<file path="config.mk">
export PLATFORM = sky130hd
export DESIGN_NAME = exp4_unidade_controle
export DESIGN_NICKNAME = d
export VERILOG_FILES = /design/src/rtl/exp4_pkg.sv /design/src/rtl/edge_detector.sv /design/src/rtl/exp4_unidade_controle.sv
export SDC_FILE = /design/constraint.sdc
export NUM_CORES = 1
export LEC_CHECK = 0
export CORE_AREA = 2 2 39 41
export DETAILED_ROUTE_END_ITERATION = 12
export DIE_AREA = 0 0 41 43
export PLACE_DENSITY = 0.63
export SLEW_MARGIN = 40
export SYNTH_ARGS = -nofsm -noshare
export SYNTH_HDL_FRONTEND = slang
export SYNTH_SLANG_ARGS = --single-unit
</file>
<file path="constraint.sdc">
create_clock -name clock -period 1.2 [get_ports clock]
set_clock_uncertainty 0.1 [all_clocks]
set_input_delay 0.18 -clock clock [delete_from_list [all_inputs] [get_ports clock]]
set_output_delay 0.18 -clock clock [all_outputs]
set_load 0.02 [all_outputs]
</file>
<file path="src/rtl/exp4_pkg.sv">
`default_nettype none
// ============================================================================
//  Module      : exp4_pkg
//  Description : Shared state codes for the memory-sequence game control unit.
//                ESTADO_W is the width of the state code. The localparams
//                hold the fixed 4-bit code of each state. estado_t is the
//                enumerated state type built on those codes.
//  Revision    : 1.0 - initial release
// ============================================================================
package exp4_pkg;

    localparam int ESTADO_W = 4;

    localparam logic [ESTADO_W-1:0] INICIAL     = 4'b0000;
    localparam logic [ESTADO_W-1:0] PREPARA     = 4'b0001;
    localparam logic [ESTADO_W-1:0] ESPERA      = 4'b0010;
    localparam logic [ESTADO_W-1:0] REGISTRA    = 4'b0100;
    localparam logic [ESTADO_W-1:0] COMPARA     = 4'b0101;
    localparam logic [ESTADO_W-1:0] PROXIMO     = 4'b0110;
    localparam logic [ESTADO_W-1:0] FIM_ACERTOU = 4'b1010;
    localparam logic [ESTADO_W-1:0] FIM_ERROU   = 4'b1110;

    typedef enum logic [ESTADO_W-1:0] {
        E_INICIAL     = INICIAL,
        E_PREPARA     = PREPARA,
        E_ESPERA      = ESPERA,
        E_REGISTRA    = REGISTRA,
        E_COMPARA     = COMPARA,
        E_PROXIMO     = PROXIMO,
        E_FIM_ACERTOU = FIM_ACERTOU,
        E_FIM_ERROU   = FIM_ERROU
    } estado_t;

endpackage : exp4_pkg
`default_nettype wire

</file>
<file path="src/rtl/edge_detector.sv">
`default_nettype none
// ============================================================================
//  Module      : edge_detector
//  Description : Rising-edge detector. pulso is high while sinal is high and
//                the previous sampled value was low, so a held level gives one
//                single-cycle pulse.
//  Ports       : clock   - system clock, rising edge
//                reset_n - asynchronous active-low reset
//                sinal   - level input, synchronous to clock
//                pulso   - one-cycle rising-edge pulse
//  Revision    : 1.0 - initial release
// ============================================================================
module edge_detector (
    input  logic clock,
    input  logic reset_n,
    input  logic sinal,
    output logic pulso
);

    logic sinal_ant_q;

    always_ff @(posedge clock or negedge reset_n) begin
        if (!reset_n) begin
            sinal_ant_q <= 1'b0;
        end else begin
            sinal_ant_q <= sinal;
        end
    end

    assign pulso = sinal & ~sinal_ant_q;

endmodule : edge_detector
`default_nettype wire

</file>
<file path="src/rtl/exp4_unidade_controle.sv">
`default_nettype none
// ============================================================================
//  Module      : exp4_unidade_controle
//  Description : Moore control unit for the memory-sequence game. It clears
//                the datapath, waits for player moves, loads the switches,
//                checks the comparison and advances the address until the
//                end of the sequence or the first mismatch.
//  Ports       : clock, reset_n (async, active-low)
//                iniciar            - start / restart request
//                chaves[3:0]        - player switches (move = rise of |chaves)
//                igual, fimC        - datapath status
//                zeraC, contaC      - counter clear / increment
//                zeraR, registraR   - switch register clear / load
//                pronto, acertou, errou - game result
//                db_estado[3:0]     - current state code
//  Revision    : 1.0 - initial release
// ============================================================================
module exp4_unidade_controle
    import exp4_pkg::*;
(
    input  logic                clock,
    input  logic                reset_n,
    input  logic                iniciar,
    input  logic [3:0]          chaves,
    input  logic                igual,
    input  logic                fimC,
    output logic                zeraC,
    output logic                contaC,
    output logic                zeraR,
    output logic                registraR,
    output logic                pronto,
    output logic                acertou,
    output logic                errou,
    output logic [ESTADO_W-1:0] db_estado
);

    estado_t estado_q;
    estado_t estado_d;
    logic    w_jogada;

    edge_detector u_detector_jogada (
        .clock   (clock),
        .reset_n (reset_n),
        .sinal   (|chaves),
        .pulso   (w_jogada)
    );

    always_ff @(posedge clock or negedge reset_n) begin
        if (!reset_n) begin
            estado_q <= E_INICIAL;
        end else begin
            estado_q <= estado_d;
        end
    end

    // Next state. iniciar is only looked at in INICIAL and the FIM states,
    // so a move together with iniciar in ESPERA is handled as a move only.
    always_comb begin
        estado_d = E_INICIAL;
        case (estado_q)
            E_INICIAL:     estado_d = iniciar ? E_PREPARA : E_INICIAL;
            E_PREPARA:     estado_d = E_ESPERA;
            E_ESPERA:      estado_d = w_jogada ? E_REGISTRA : E_ESPERA;
            E_REGISTRA:    estado_d = E_COMPARA;
            // A mismatch wins over terminal count.
            E_COMPARA: begin
                if (!igual) begin
                    estado_d = E_FIM_ERROU;
                end else if (fimC) begin
                    estado_d = E_FIM_ACERTOU;
                end else begin
                    estado_d = E_PROXIMO;
                end
            end
            E_PROXIMO:     estado_d = E_ESPERA;
            E_FIM_ACERTOU: estado_d = iniciar ? E_PREPARA : E_FIM_ACERTOU;
            E_FIM_ERROU:   estado_d = iniciar ? E_PREPARA : E_FIM_ERROU;
            default:       estado_d = E_INICIAL;
        endcase
    end

    // Output decode from the registered state only.
    always_comb begin
        zeraC     = 1'b0;
        contaC    = 1'b0;
        zeraR     = 1'b0;
        registraR = 1'b0;
        pronto    = 1'b0;
        acertou   = 1'b0;
        errou     = 1'b0;
        case (estado_q)
            E_PREPARA: begin
                zeraC = 1'b1;
                zeraR = 1'b1;
            end
            E_REGISTRA:    registraR = 1'b1;
            E_PROXIMO:     contaC    = 1'b1;
            E_FIM_ACERTOU: begin
                pronto  = 1'b1;
                acertou = 1'b1;
            end
            E_FIM_ERROU: begin
                pronto = 1'b1;
                errou  = 1'b1;
            end
            default: ;
        endcase
    end

    assign db_estado = estado_q;

endmodule : exp4_unidade_controle
`default_nettype wire

</file>
==> results.toml, run 1 <==
[synthesis]
ys.flop_type = "dfrtp_1"
syn_area_um2 = 283
synth-edff-count = 0
synthTopCellsByCount = "dfrtp_1, nor2_1, inv_1, nand2_1"
synthCells = 33
synth_seq_cells = 5
synth_top_cell_by_area = "dfrtp_1"
synthTopCellsByArea = "dfrtp_1, nor2_1, inv_1, nand2_1, or4_4"
yosysSeqAreaShare = 0.442
synthDistinctLibCells = 19
async_flop_share = 1.00
syn_nets = 42
syn_avg_cell_area_um2 = 8.57
synth_top_area_frac = 0.442
yosys_warnings = 0

[power]
peakVddDrop_v = 0.000733
power.density_cell_area_nw_per_um2 = 1550
leakagePower_nw = 0.340

[drt]
routed_wl_um = 989
drc = 0
post_drt_wl_per_cell_um = 11.4
num_vias = 393
avgViaCountPerCell = 4.52
drt_iter0_markers = 5
detail-route-antenna-nets = 0
first_pass_iters = 2

[global_route]
grt_pass1_vias = 370
grt_max_degree = 7
grt_pass1_wl_um = 1570
track_usage = 0.136
antenna_found_initial = 0
overflow = 0

[placed_design]
dp_cells = 76
io_buffers = 19
place.gp.congestion = 0.748
dp_hpwl_um = 740

[clock_tree]
cts.sinks = 5
insertion_delay_ps = 230
cts_root_buffer = "clkbuf_4"
cts_tree = "yes"
htreeDepth = 1
cts_buffers = 3
cts_buffer_depth = 2
clk_pin_slew_ps = 40

[sta]
worst_pin_slew_ps = 239
grt_setup_unrepaired = "true"
min_period_over_period = 1.29
hold_viol_final = 0
max_slew_margin = 0.840
fmax_mhz = 646
min_period_ps = 1550
fin_hold_ws_ps = 72.1
drv_slew = 0
setup_viol = 13
layout_setup_ws_ps = -348

[die]
start_util = 0.204
die_w_um = 41
die_area_um2 = 1760
rows = 14
io_pins = 20
core_area_um2 = 1380
die_h_um = 43

[layout]
finalNetCount = 81
instances_no_fill = 87
diodes = 0
syn2layout_area_growth_pct = 175
fillers = 125
utilization = 0.562
drive_above_1_share = 0.732

[critical_path]
critPathCaptureType = "output pin"
critPathRequiredTime_ps = 920
crit_fanout = 2
startpoint_type = "register"
worstSetupPathType = "reg -> out"
critPathArrivalTime_ps = 1270

[worst_hold_path]
hp-class = "in -> async"

[run_status]
outcome = "complete, but fails checks"
failed_checks = "setup timing"

[flow_run]
drv_cap = 0
stage by stage:
stage / power [mW] / setup TNS (ps) / instance area (µm²) / setup slack [ps]
finish: 1.21 / -2800 / 778 / -348
global route: 1.30 / -3560 / 778 / -403
CTS: 1.13 / -2920 / 722 / -347
detailed placement: 0.780 / -5600 / 602 / -576
global placement: 0.773 / -5390 / 602 / -568
floorplan: 0.544 / -1010 / 335 / -187
sequential cells by signal (all words and copies together), names as in the netlist:
| name | count |
|---|---|
| u_detector_jogada.sinal_ant_q | 1 |
| db_estado | 4 |
layer usage:
metal | up-vias | global-route usage | share of wire
met5 | - | 0 | 0
met4 | 0 | 0.0800 | 0.020
met3 | 2 | 0.0314 | 0.034
met2 | 14 | 0.209 | 0.55
met1 | 183 | 0.163 | 0.39
li1 | 194 | - | -
cells in the final DEF, fill, tap and decap left out, types with 2 or more instances in the layout:
| master | netlist | final |
|---|---|---|
| nand3_1 | 2 | 2 |
| clkbuf_4 | 0 | 3 |
| nor2_1 | 5 | 2 |
| nor3_4 | 0 | 2 |
| nor2_4 | 0 | 3 |
| nand2_1 | 3 | 2 |
| dfrtp_2 | 0 | 4 |
| buf_4 | 1 | 9 |
| clkdlybuf4s50_1 | 0 | 8 |
| inv_2 | 0 | 2 |
| buf_6 | 0 | 17 |
worst max-delay path, stage by stage, from the launching register on:
cell	delay, ps
dfrtp_2	400
or3b_4	420
nor2_4	90
buf_6	110
report_power, final:
part	leakage [nW]	total (mW)	switching [mW]	internal (mW)
registers	0.0563	0.244	0.0321	0.212
logic	0.268	0.772	0.331	0.441
clock network	0.0150	0.190	0.0643	0.125
final timing paths:
| kind | start | to | slack (ps) | cells after the start |
|---|---|---|---|---|
| max in group asynchronous | reset_n | db_estado[3]$_DFF_PN0_ | 720 | 1 |
| hold / removal | reset_n | u_detector_jogada.sinal_ant_q$_DFF_PN0_ | 70 | 1 |
| setup reg to reg | db_estado[1]$_DFF_PN0_ | db_estado[2]$_DFF_PN0_ | -210 | 4 |
| setup / recovery | db_estado[1]$_DFF_PN0_ | registraR | -350 | 3 |
| hold reg to reg | u_detector_jogada.sinal_ant_q$_DFF_PN0_ | db_estado[1]$_DFF_PN0_ | 540 | 3 |
| min in group clock | chaves[2] | u_detector_jogada.sinal_ant_q$_DFF_PN0_ | 450 | 2 |
area by class of cell:
type                    instances  area (µm²)  area share
repair buffers                 35         354       0.455
clock buffers                   4        26.3      0.0338
multi-input cells              24         236       0.304
flip-flops and latches          5         130       0.167
well taps                      16        20.0      0.0257
inverters                       3        11.3      0.0145
cell families (layout without fill, tap and decap cells):
family	Yosys count	in the layout	synth area share
DFF	5	5	0.442
AOI/OAI and AO/OA	6	6	0.150
and+or+nand+nor	18	18	0.341
buffers and inverters	4	42	0.0664
timing repair:
action | 4_1_cts | 5_1_grt
resized for setup | 78 | 11
cloned | 0 | 0
endpoints found under the setup margin | 15 | 15
hold buffers | 0 | 0
setup buffers | 4 | 5
pin swaps | 4 | 2
Note: power is estimated with default switching activity, not from simulation.
==> inputs of run 2 (changes only) <==
--- a/config.mk
+++ b/config.mk
@@ -8,8 +8,9 @@
 export CORE_AREA = 2 2 39 41
 export DETAILED_ROUTE_END_ITERATION = 12
 export DIE_AREA = 0 0 41 43
-export PLACE_DENSITY = 0.63
+export PLACE_DENSITY = 0.65
 export SLEW_MARGIN = 40
 export SYNTH_ARGS = -nofsm -noshare
 export SYNTH_HDL_FRONTEND = slang
+export SYNTH_HIERARCHICAL = 1
 export SYNTH_SLANG_ARGS = --single-unit
==> results.toml, run 2 <==
[clock_tree]
cts_buffers = 3
cts.sinks = 5
cts_root_buffer = "clkbuf_4"
htreeDepth = 1
cts_hold_buf = 0
insertion_delay_ps = 240
cts_tree = "yes"
cts_buffer_depth = 2
clk_pin_slew_ps = 50

[placed_design]
dp_cells = 81
place.gp.congestion = 0.817
dpl_cell_area_um2 = 627
place_ws_ps = -592
io_buffers = 19
dp_hpwl_um = 789

[synthesis]
syn_nets = 46
synthTopCellsByArea = "dfrtp_1, nand2_1, a221oi_2, inv_1, nor2b_4"
synthDistinctLibCells = 19
synth_compound_area_frac = 0.180
synthMuxAreaShare = 0
synth_adder_area_share = 0
syn_area_um2 = 307
synth-edff-count = 0
synth_top_cell_by_area = "dfrtp_1"
synth_xor_area_frac = 0
synth_seq_cells = 5
ys.flop_type = "dfrtp_1"
synth_top_family_by_area = "simple AND/OR/NAND/NOR gates"
synthTopCellsByCount = "nand2_1, dfrtp_1, inv_1"
synth_top_area_frac = 0.408
async_flop_share = 1.00
yosys.area_share.simple = 0.322
synthCells = 37
syn_avg_cell_area_um2 = 8.28
yosys_warnings = 6
yosysSeqAreaShare = 0.408
yosysMostFrequentCell = "nand2_1"

[sta]
fmax_mhz = 702
min_period_over_period = 1.19
min_period_ps = 1420
worst_pin_slew_ps = 300
grt_setup_unrepaired = "true"
layout_setup_ws_ps = -225
drv_slew = 0
fin_tns_setup_ps = -1800
setup_viol = 12
hold_viol_final = 0
max_slew_margin = 0.798

[layout]
largest_reg_flops = 4
syn2layout_area_growth_pct = 155
final_cell_mix = "buf_6, buf_4, nand2_1, dfrtp_2, clkdlybuf4s50_1"
final_common_cell = "buf_6"
fillers = 122
drive_above_1_share = 0.711
instances_no_fill = 92
finalNetCount = 86
diodes = 0
design_area_um2 = 781
utilization = 0.564

[critical_path]
critPathCaptureType = "output pin"
slowest_delay_ps = 400
path_cells = "buf_6, inv_6, nand3_4, nor2_4, buf_6"
crit_buf_inv = 3
startpoint_type = "register"
critPathArrivalTime_ps = 1140
crit_family = "flip-flops"
worstSetupPathType = "reg -> out"
crit_fanout = 4
critPathSlowestCell = "dfrtp_2"
critPathRequiredTime_ps = 920
crit_top_cell = "buf_6"

[die]
io_pins = 20
core_area_um2 = 1380
start_util = 0.222
die_area_um2 = 1760
rows = 14
die_w_um = 41
die_h_um = 43

[power]
leakagePower_nw = 0.370
power.density_cell_area_nw_per_um2 = 2310
peakVddDrop_v = 0.000808

[drt]
num_vias = 436
avgViaCountPerCell = 4.74
drc = 0
detail-route-antenna-nets = 0
drt_iter0_markers = 12
first_pass_iters = 4
routed_wl_um = 1290
post_drt_wl_per_cell_um = 14.0

[global_route]
antenna_found_initial = 0
track_usage = 0.172
grt_pass1_wl_um = 1980
overflow = 0
grt_max_degree = 8
grt_pass1_vias = 450

[run_status]
outcome = "complete, but fails checks"
failed_checks = "setup timing"

[worst_hold_path]
hp-class = "in -> async"

[flow_run]
drv_cap = 0
run 2: layout make-up:
cell class	instances	area, µm²	area share
Multi-Input combinational cell	26	233	0.298
Timing Repair Buffer	37	349	0.447
Clock buffer	4	26.3	0.0337
Tap cell	16	20.0	0.0256
Sequential cell	5	130	0.167
Inverter	4	22.5	0.0288
run 2: timing repair:
action | 4_1_cts | 5_1_grt
resized for setup | 84 | 6
gates cloned | 0 | 0
setup endpoints to repair | 14 | 14
pin swaps | 9 | 6
setup buffers | 6 | 2
run 2: kinds of logic (layout without fill, tap and decap cells):
kind of cell / Yosys count / after routing
and+or+nand+nor: 19 / 19
DFF: 5 / 5
buffers and inverters: 6 / 45
AOI/OAI and AO/OA: 7 / 7
run 2: metal layers:
layer | track usage | up-vias | share of wire
li1 | - | 205 | -
met1 | 0.192 | 208 | 0.37
met2 | 0.291 | 19 | 0.56
met3 | 0.0157 | 4 | 0.037
met4 | 0.107 | 0 | 0.032
met5 | 0 | - | 0
run 2: worst paths after layout:
check	start	end	slack [ps]	cells after the start
min in group clock	chaves[0]	u_detector_jogada/sinal_ant_q$_DFF_PN0_	150	2
min reg2reg	db_estado[0]$_DFF_PN0_	db_estado[1]$_DFF_PN0_	520	3
min	reset_n	u_detector_jogada/sinal_ant_q$_DFF_PN0_	70	1
max in group asynchronous	reset_n	db_estado[3]$_DFF_PN0_	710	1
max	db_estado[1]$_DFF_PN0_	zeraR	-220	5
max reg2reg	db_estado[2]$_DFF_PN0_	db_estado[2]$_DFF_PN0_	-160	4
run 2: per-stage QoR:
| step | hold WS [ps] | power, mW |
|---|---|---|
| after floorplan | -216 | 0.776 |
| after global placement | 316 | 1.24 |
| after detailed placement | 325 | 1.26 |
| after CTS | 67.4 | 1.70 |
| after global routing | 77.5 | 1.90 |
| final | 65.2 | 1.80 |
run 2: report_power, final:
group / switching [mW] / total, mW / internal [mW]
clock network: 0.0711 / 0.197 / 0.126
logic: 0.607 / 1.30 / 0.689
registers: 0.0742 / 0.308 / 0.234
